## config.mk

```make
export PLATFORM = sky130hd
export DESIGN_NAME = uart_tx_serializer
export DESIGN_NICKNAME = d
export VERILOG_FILES = /design/src/rtl/uart_pkg.sv /design/src/rtl/uart_parity_calc.sv /design/src/rtl/uart_tx_serializer.sv
export SDC_FILE = /design/constraint.sdc
export NUM_CORES = 1
export LEC_CHECK = 0
export CAP_MARGIN = 20
export CORE_ASPECT_RATIO = 0.75
export CORE_MARGIN = 2
export CORE_UTILIZATION = 33
export DETAILED_ROUTE_END_ITERATION = 8
export GPL_TIMING_DRIVEN = 0
export PLACE_DENSITY = 0.6
export REMOVE_ABC_BUFFERS = 1
export SLEW_MARGIN = 10
export SYNTH_ARGS = -nofsm -noshare
export SYNTH_HDL_FRONTEND = slang
export SYNTH_SLANG_ARGS = --single-unit
```

## constraint.sdc

```tcl
create_clock -name clk -period 1.5 [get_ports clk]
set_input_delay 0.3 -clock clk [delete_from_list [all_inputs] [get_ports clk]]
set_output_delay 0.3 -clock clk [all_outputs]
set_load 0.01 [all_outputs]
```

## src/rtl/uart_pkg.sv

```systemverilog
// uart_pkg: shared state encoding and line-level constants for the UART TX path.
package uart_pkg;
    typedef enum logic [2:0] {
        IDLE   = 3'd0,
        START  = 3'd1,
        DATA   = 3'd2,
        PARITY = 3'd3,
        STOP   = 3'd4
    } state_e;

    localparam logic START_BIT = 1'b0;
    localparam logic STOP_BIT  = 1'b1;
    localparam logic PAR_EVEN  = 1'b0;
    localparam logic PAR_ODD   = 1'b1;
endpackage

```

## src/rtl/uart_parity_calc.sv

```systemverilog
// uart_parity_calc: registered parity bit, captured when a byte is accepted.
module uart_parity_calc
    import uart_pkg::*;
#(
    parameter int DATA_WIDTH = 8
) (
    input  logic                  clk,
    input  logic                  reset,
    input  logic [DATA_WIDTH-1:0] data,
    input  logic                  par_typ,
    input  logic                  load,
    output logic                  parity
);
    logic parity_q;

    always_ff @(posedge clk or negedge reset) begin
        if (!reset)
            parity_q <= 1'b0;
        else if (load)
            parity_q <= (par_typ == PAR_ODD) ? ~^data : ^data;
    end

    assign parity = parity_q;
endmodule

```

## src/rtl/uart_tx_serializer.sv

```systemverilog
// uart_tx_serializer: one byte per handshake, sent LSB-first as start/data/[parity]/stop.
module uart_tx_serializer
    import uart_pkg::*;
#(
    parameter int DATA_WIDTH = 8
) (
    input  logic                  clk,
    input  logic                  reset,
    input  logic [DATA_WIDTH-1:0] p_data,
    input  logic                  data_valid,
    input  logic                  par_en,
    input  logic                  par_typ,
    output logic                  tx_out,
    output logic                  busy
);
    localparam int CW = (DATA_WIDTH > 1) ? $clog2(DATA_WIDTH) : 1;
    localparam logic [CW-1:0] LAST = CW'(DATA_WIDTH - 1);

    state_e                state_q, state_d;
    logic [CW-1:0]         cnt_q, cnt_d;
    logic [DATA_WIDTH-1:0] data_q;
    logic                  par_en_q;
    logic                  tx_q, tx_d;
    logic                  busy_q, busy_d;
    logic                  load;
    logic                  parity;

    assign load = (state_q == IDLE) && data_valid;

    uart_parity_calc #(.DATA_WIDTH(DATA_WIDTH)) u_parity (
        .clk     (clk),
        .reset   (reset),
        .data    (p_data),
        .par_typ (par_typ),
        .load    (load),
        .parity  (parity)
    );

    always_comb begin
        state_d = state_q;
        cnt_d   = cnt_q;
        case (state_q)
            IDLE:    if (data_valid) state_d = START;
            START: begin
                state_d = DATA;
                cnt_d   = '0;
            end
            DATA:    if (cnt_q == LAST) state_d = par_en_q ? PARITY : STOP;
                     else cnt_d = cnt_q + CW'(1);
            PARITY:  state_d = STOP;
            STOP:    state_d = IDLE;
            default: state_d = IDLE;
        endcase
        // Outputs are registered, so they are decoded from where the FSM is going.
        tx_d   = (state_d == START)  ? START_BIT :
                 (state_d == DATA)   ? data_q[cnt_d] :
                 (state_d == PARITY) ? parity : STOP_BIT;
        busy_d = (state_d != IDLE);
    end

    always_ff @(posedge clk or negedge reset) begin
        if (!reset) begin
            state_q  <= IDLE;
            cnt_q    <= '0;
            data_q   <= '0;
            par_en_q <= 1'b0;
            tx_q     <= STOP_BIT;
            busy_q   <= 1'b0;
        end else begin
            state_q <= state_d;
            cnt_q   <= cnt_d;
            tx_q    <= tx_d;
            busy_q  <= busy_d;
            if (load) begin
                data_q   <= p_data;
                par_en_q <= par_en;
            end
        end
    end

    assign tx_out = tx_q;
    assign busy   = busy_q;
endmodule

```

### Yosys cells after proc, flatten, opt, wreduce, memory -nomap -nowiden

Index checks and enable logic that the tools add are counted.

| storage, ports and cells | value |
|---|---|
| logic and storage cells | 33 |
| output and inout port bits | 2 |
| bits in registers | 18 |
| bits of input ports | 13 |

| cells by class | value |
|---|---|
| magnitude comparators | 1 |
| add/subtract/negate cells | 1 |
| muxes and demuxes | 12 |
| reduce and logical (&&, ||, !) cells | 5 |
| eq/ne operators | 7 |

Operators with widths:

| operator | number |
|---|---|
| $eq 3x2->1 const B | 4 |
| $mux 3 | 4 |
| $pmux 3 s4 | 1 |
| $reduce_xnor 8->1 | 1 |
| $reduce_xor 8->1 | 1 |
| $eq 3x1->1 const B | 2 |
| $pmux 3 s2 | 1 |
| $mux 1 | 5 |
| $lt 3x4->1 const B | 1 |
| $add 3x1->3 const B | 1 |
| $bmux 1 s3 | 1 |
| $eq 3x3->1 const B | 1 |
| $logic_not 3->1 | 1 |
| $reduce_bool 3->1 | 1 |
| $logic_and 1x1->1 | 1 |

### Logic depth before layout (Yosys ltp)

| depth | value |
|---|---|
| depth in word-level cells | 7 |
| gate-level depth with buffers | 7 |
| depth with buffers taken out | 6 |

### By module

From an unflattened synthesis, not the netlist that was laid out.

| unflattened totals | value |
|---|---|
| cell total of the unflattened synthesis | 81 |
| area total of the unflattened synthesis | 983.4 um^2 |

Modules (own cells, without submodules):

| module | sequential area each (um^2) | cells an instance | times used | area an instance (um^2) |
|---|---|---|---|---|
| uart_tx_serializer | 426.7 | 72 | 1 | 853.3 |
| uart_parity_calc | 25.0 | 9 | 1 | 130.1 |

### Least setup slack after synthesis

No wires, ideal clock.

| timing | value |
|---|---|
| path kind | reg2reg |
| start point | reg state_q[0] |
| end point | reg data_q[0] |
| path buffers | 2 |
| period minus slack after synthesis | 1542 ps |
| arrival | 1417 ps |
| library setup time | 125 ps |
| required time | 1375 ps |
| stages on the path, launching flop included | 5 |
| path slack | -42 ps |
| path through | dfrtp_1 buf_2 nor4b_2 buf_2 mux2_2 |

| between the ends | value |
|---|---|
| word-level cells in the longest chain between the ends | 2 |

RTL lines:

| item | line | source |
|---|---|---|
| start: declaration | uart_tx_serializer.sv:19 | `state_e state_q, state_d;` |
| start signal: assignment | uart_tx_serializer.sv:70 | `state_q <= state_d;` |
| $logic_not 3->1 | uart_tx_serializer.sv:28 | `assign load = (state_q == IDLE) && data_valid;` |
| $logic_and 1x1->1 | uart_tx_serializer.sv:28 |  |
| end signal: assignment | uart_tx_serializer.sv:75 | `data_q <= p_data;` |
| end: declaration | uart_tx_serializer.sv:21 | `logic [DATA_WIDTH-1:0] data_q;` |

No other way between the ends.
A chain may end at the register's enable or synchronous reset.

### Worst setup path in the final report

| timing | value |
|---|---|
| start point | reg cnt_q[0] |
| end point | reg tx_q (netlist: tx_out) |

| between the ends | value |
|---|---|
| word-level cells in the longest chain between the ends | 7 |
| elaborated cells between the ends (all ways) | 14 |
| those cells by class | 1 x add/sub; 4 x eq/ne; 9 x mux |

RTL lines:

| item | line | source |
|---|---|---|
| start: declaration | uart_tx_serializer.sv:20 | `logic [CW-1:0] cnt_q, cnt_d;` |
| start signal: assignment | uart_tx_serializer.sv:71 | `cnt_q <= cnt_d;` |
| $add 3x1->3 or $eq 3x3->1 (tied branches) | uart_tx_serializer.sv:49, uart_tx_serializer.sv:48 |  |
| $mux 3 | uart_tx_serializer.sv:48 | `DATA: if (cnt_q == LAST) state_d = par_en_q ? PARITY : STOP;` |
| $pmux 3 s2 or $pmux 3 s4 (tied branches) | uart_tx_serializer.sv:42 | `case (state_q)` |
| $bmux 1 s3 or $eq 3x2->1 (tied branches) | uart_tx_serializer.sv:56, uart_tx_serializer.sv:57 |  |
| $mux 1, on equally long branches | uart_tx_serializer.sv:56, uart_tx_serializer.sv:57 |  |
| $mux 1 | uart_tx_serializer.sv:56 | `(state_d == DATA) ? data_q[cnt_d] :` |
| $mux 1 * | uart_tx_serializer.sv:55 | `tx_d = (state_d == START) ? START_BIT :` |
| named net tx_d | uart_tx_serializer.sv:23 | `logic tx_q, tx_d;` |
| end signal: assignment | uart_tx_serializer.sv:72 | `tx_q <= tx_d;` |
| end: declaration | uart_tx_serializer.sv:23 |  |

Mark *: on every way through the listed nets, which the timed path passes. The rest lies on a longest branch. The select of a mux whose other input is x is not followed.

==> impl_metrics.env <==
export IMPL_first_pass_iters=4
export IMPL_slowest_stage="dfrtp_2"
export IMPL_final_max_slew_viol_count=0
export IMPL_layout_commonest_cell="buf_4"
export IMPL_design_area_sq_um=1540
export IMPL_worstMarginPinSlew_ns=0.853
export IMPL_drv_cap=0
export IMPL_netlist_instances=107
export IMPL_dpl_cell_area_sq_um=1240
export IMPL_first_global_vias=883
export IMPL_synth_cell_types=38
export IMPL_ys_ff_latch=18
export IMPL_synth_async_reset_ratio=1.00
export IMPL_rsz0062_at_grt="yes"
export IMPL_slew_headroom=0.430
export IMPL_cts_buffers=3
export IMPL_startpoint_type="register"
export IMPL_layout_min_cycle_time_ns=1.64
export IMPL_wl_per_cell_microns=16.8
export IMPL_io_buffers=14
export IMPL_cp_cell_sequence="ha_4, and4bb_2, o21ai_2, a31oi_2, o32ai_2, a22oi_1"
export IMPL_min_path_type="primary input to register"
export IMPL_num_rows=17
export IMPL_cts_root_buf="clkbuf_8"
export IMPL_r2r_end="tx_out"
export IMPL_die_width_microns=70.1
export IMPL_initial_core_util=0.356
export IMPL_drc_errors=0
export IMPL_final_antenna_net_count=0
export IMPL_critical_path_top_delay_family="compound AO/OA/AOI/OAI gates"
export IMPL_finalClockSkew_ns=0.00264
export IMPL_cts_max_path_buffers=2
export IMPL_max_stage_delay_ns=0.45
export IMPL_hold_start="p_data[4]"
export IMPL_cts_tree="built"
export IMPL_syn_mean_instance_area_sq_um=10.1
export IMPL_antenna_found_initial=0
export IMPL_status="complete, but fails checks"
export IMPL_clkTransAtPathRegs_ns=0.07
export IMPL_synth_edff_count=0
export IMPL_die_h_microns=53.6
export IMPL_syn_area_sq_um=1080
export IMPL_drtIter0Drc=86
export IMPL_reg2reg_slack_ns=-0.14
export IMPL_arrival_ns=1.81
export IMPL_most_common_layout_cells="buf_4 (15), dfrtp_1 (12), nor2_1 (9)"
export IMPL_viasPerCell=5.53
export IMPL_peakVddDrop_uv=587
export IMPL_pin_count=15
export IMPL_r2r_cells=6
export IMPL_num_antenna_cells=0
export IMPL_crit_required_ns=1.67
export IMPL_synthToLayoutAreaGrowth_pct=42.2
export IMPL_postRouteWirelength_microns=2940
export IMPL_core_area_sq_um=3040
export IMPL_die_area_sq_um=3760
export IMPL_grt_start_max_net_pins=19
export IMPL_power_density_nw_per_um2=2030
export IMPL_crit_fanout=6
export IMPL_clk_latency_ns=0.26
export IMPL_dp_hpwl_microns=1750
export IMPL_dp_cells=153
export IMPL_holdPathEnd="data_q[4]"
export IMPL_gp_congestion=0.801
export IMPL_setup_slack_ns=-0.142
export IMPL_grt_overflow=0
export IMPL_holdPathStages=3
export IMPL_num_vias=968
export IMPL_clock_sinks=18
export IMPL_ys_warn_count=0
export IMPL_worstPathBufferInverterCount=0
export IMPL_end_kind="register"
export IMPL_fin_nets=152
export IMPL_max_freq_mhz=609
export IMPL_violations="negative setup slack"
export IMPL_hold_violations=0
export IMPL_grt_total_usage=0.147
export IMPL_final_cells=175
export IMPL_setup_viol_count_final=1
export IMPL_leakage_nw=0.690
export IMPL_path_class="register to register"
export IMPL_grt_first_pass_wirelength_microns=4260
export IMPL_synth_main_ff_cell="dfrtp_1"
export IMPL_r2r_start="cnt_q[0]"
export IMPL_yosysSeqAreaShare=0.417
export IMPL_cts_htree_levels=1
export IMPL_fillCellCount=294
export IMPL_drive_above_1_share=0.380
export IMPL_period_share=1.09
## how the worst max path moves through the flow
stage                           from         endpoint  slack (ns)  cells past startpoint
after floorplan           state_q[0]        data_q[0]       -0.38                      2
after global placement    data_valid           tx_out       -0.90                      5
after detailed placement  data_valid  u_parity.parity       -0.67                      4
after CTS                   cnt_q[0]           tx_out       -0.13                      6
after global routing      state_q[1]           tx_out       -0.19                      6
final                       cnt_q[0]           tx_out       -0.14                      6
## synthesized netlist by cell type, types with 2 or more instances
library cell,count,area (sq um)
o21bai_1,2,15.0
xnor2_1,6,52.6
a21boi_1,2,15.0
nand2_1,7,26.3
xor2_1,2,17.5
a21boi_0,2,15.0
dfrtp_1,17,425
mux2_2,9,101
o21ai_0,4,20.0
buf_2,6,30.0
a31oi_1,2,12.5
o21ai_1,2,10.0
nand2b_1,3,18.8
nor2_1,9,33.8
nor3_1,3,15.0
nor2b_1,4,25.0
o21a_1,2,15.0
a32o_1,2,20.0
a22o_1,4,35.0
## where the power goes
group          switching, mW  internal (mW)
Combinational          0.734          0.951
Sequential             0.280          0.746
Clock                  0.179          0.234
Total                   1.19           1.93
## registers in the layout, summed over array words and instances, names as in the netlist
name and count:
data_q 8, cnt_q 3, state_q 3, busy 1, par_en_q 1, tx_out 1
u_parity.parity 1
## metal layers
metal,share of wire,up-vias,global-route usage
met5,0,-,0
met4,0.0031,0,0.0128
met3,0.064,2,0.0393
met2,0.46,38,0.230
met1,0.47,479,0.214
li1,-,449,-
## logic make-up (layout without fill, tap and decap cells)
group                      count (synthesis)  in the layout  synth area share
buffers and inverters                      8             38            0.0382
adders and majority gates                  1              1            0.0116
muxes                                      9              9            0.0936
and+or+nand+nor                           34             34             0.177
DFF                                       18             18             0.417
xor gates and xnor gates                   8              8            0.0647
AOI/OAI and AO/OA                         29             29             0.198
## stage by stage
| stage | hold WS [ns] | utilization | total power [mW] | setup WS [ns] | TNS (ns) |
|---|---|---|---|---|---|
| after floorplan | 0.00441 | - | 1.82 | -0.377 | -3.85 |
| after global placement | 0.496 | 0.405 | 2.14 | -0.903 | -9.74 |
| after detailed placement | 0.502 | 0.408 | 2.20 | -0.669 | -6.62 |
| after CTS | 0.519 | 0.466 | 2.85 | -0.129 | -0.147 |
| after global routing | 0.383 | 0.506 | 3.33 | -0.188 | -0.218 |
| final | 0.377 | 0.506 | 3.12 | -0.142 | -0.142 |
## worst reg2reg max path: stages, from the launching register on
cell and delay [ns]:
dfrtp_2 0.45, ha_4 0.20, and4bb_2 0.33, o21ai_2 0.08, a31oi_2 0.17, o32ai_2 0.10
a22oi_1 0.23
## what timing repair did
action                     in CTS  in global routing
setup buffers                  12                  6
setup endpoints to repair      15                 10
gates resized for setup        11                 19
gates cloned                    0                  0
hold buffers                    0                  0
pin swaps                       2                  6
## area by class of cell
class | count | area [sq um] | area share
inverters | 1 | 3.75 | 0.00244
multi-input cells | 81 | 679 | 0.441
clock buffers | 4 | 55.1 | 0.0358
well taps | 38 | 47.5 | 0.0309
repair buffers | 33 | 293 | 0.190
flip-flops and latches | 18 | 460 | 0.299
No activity file was read; power rests on OpenSTA's default activity.
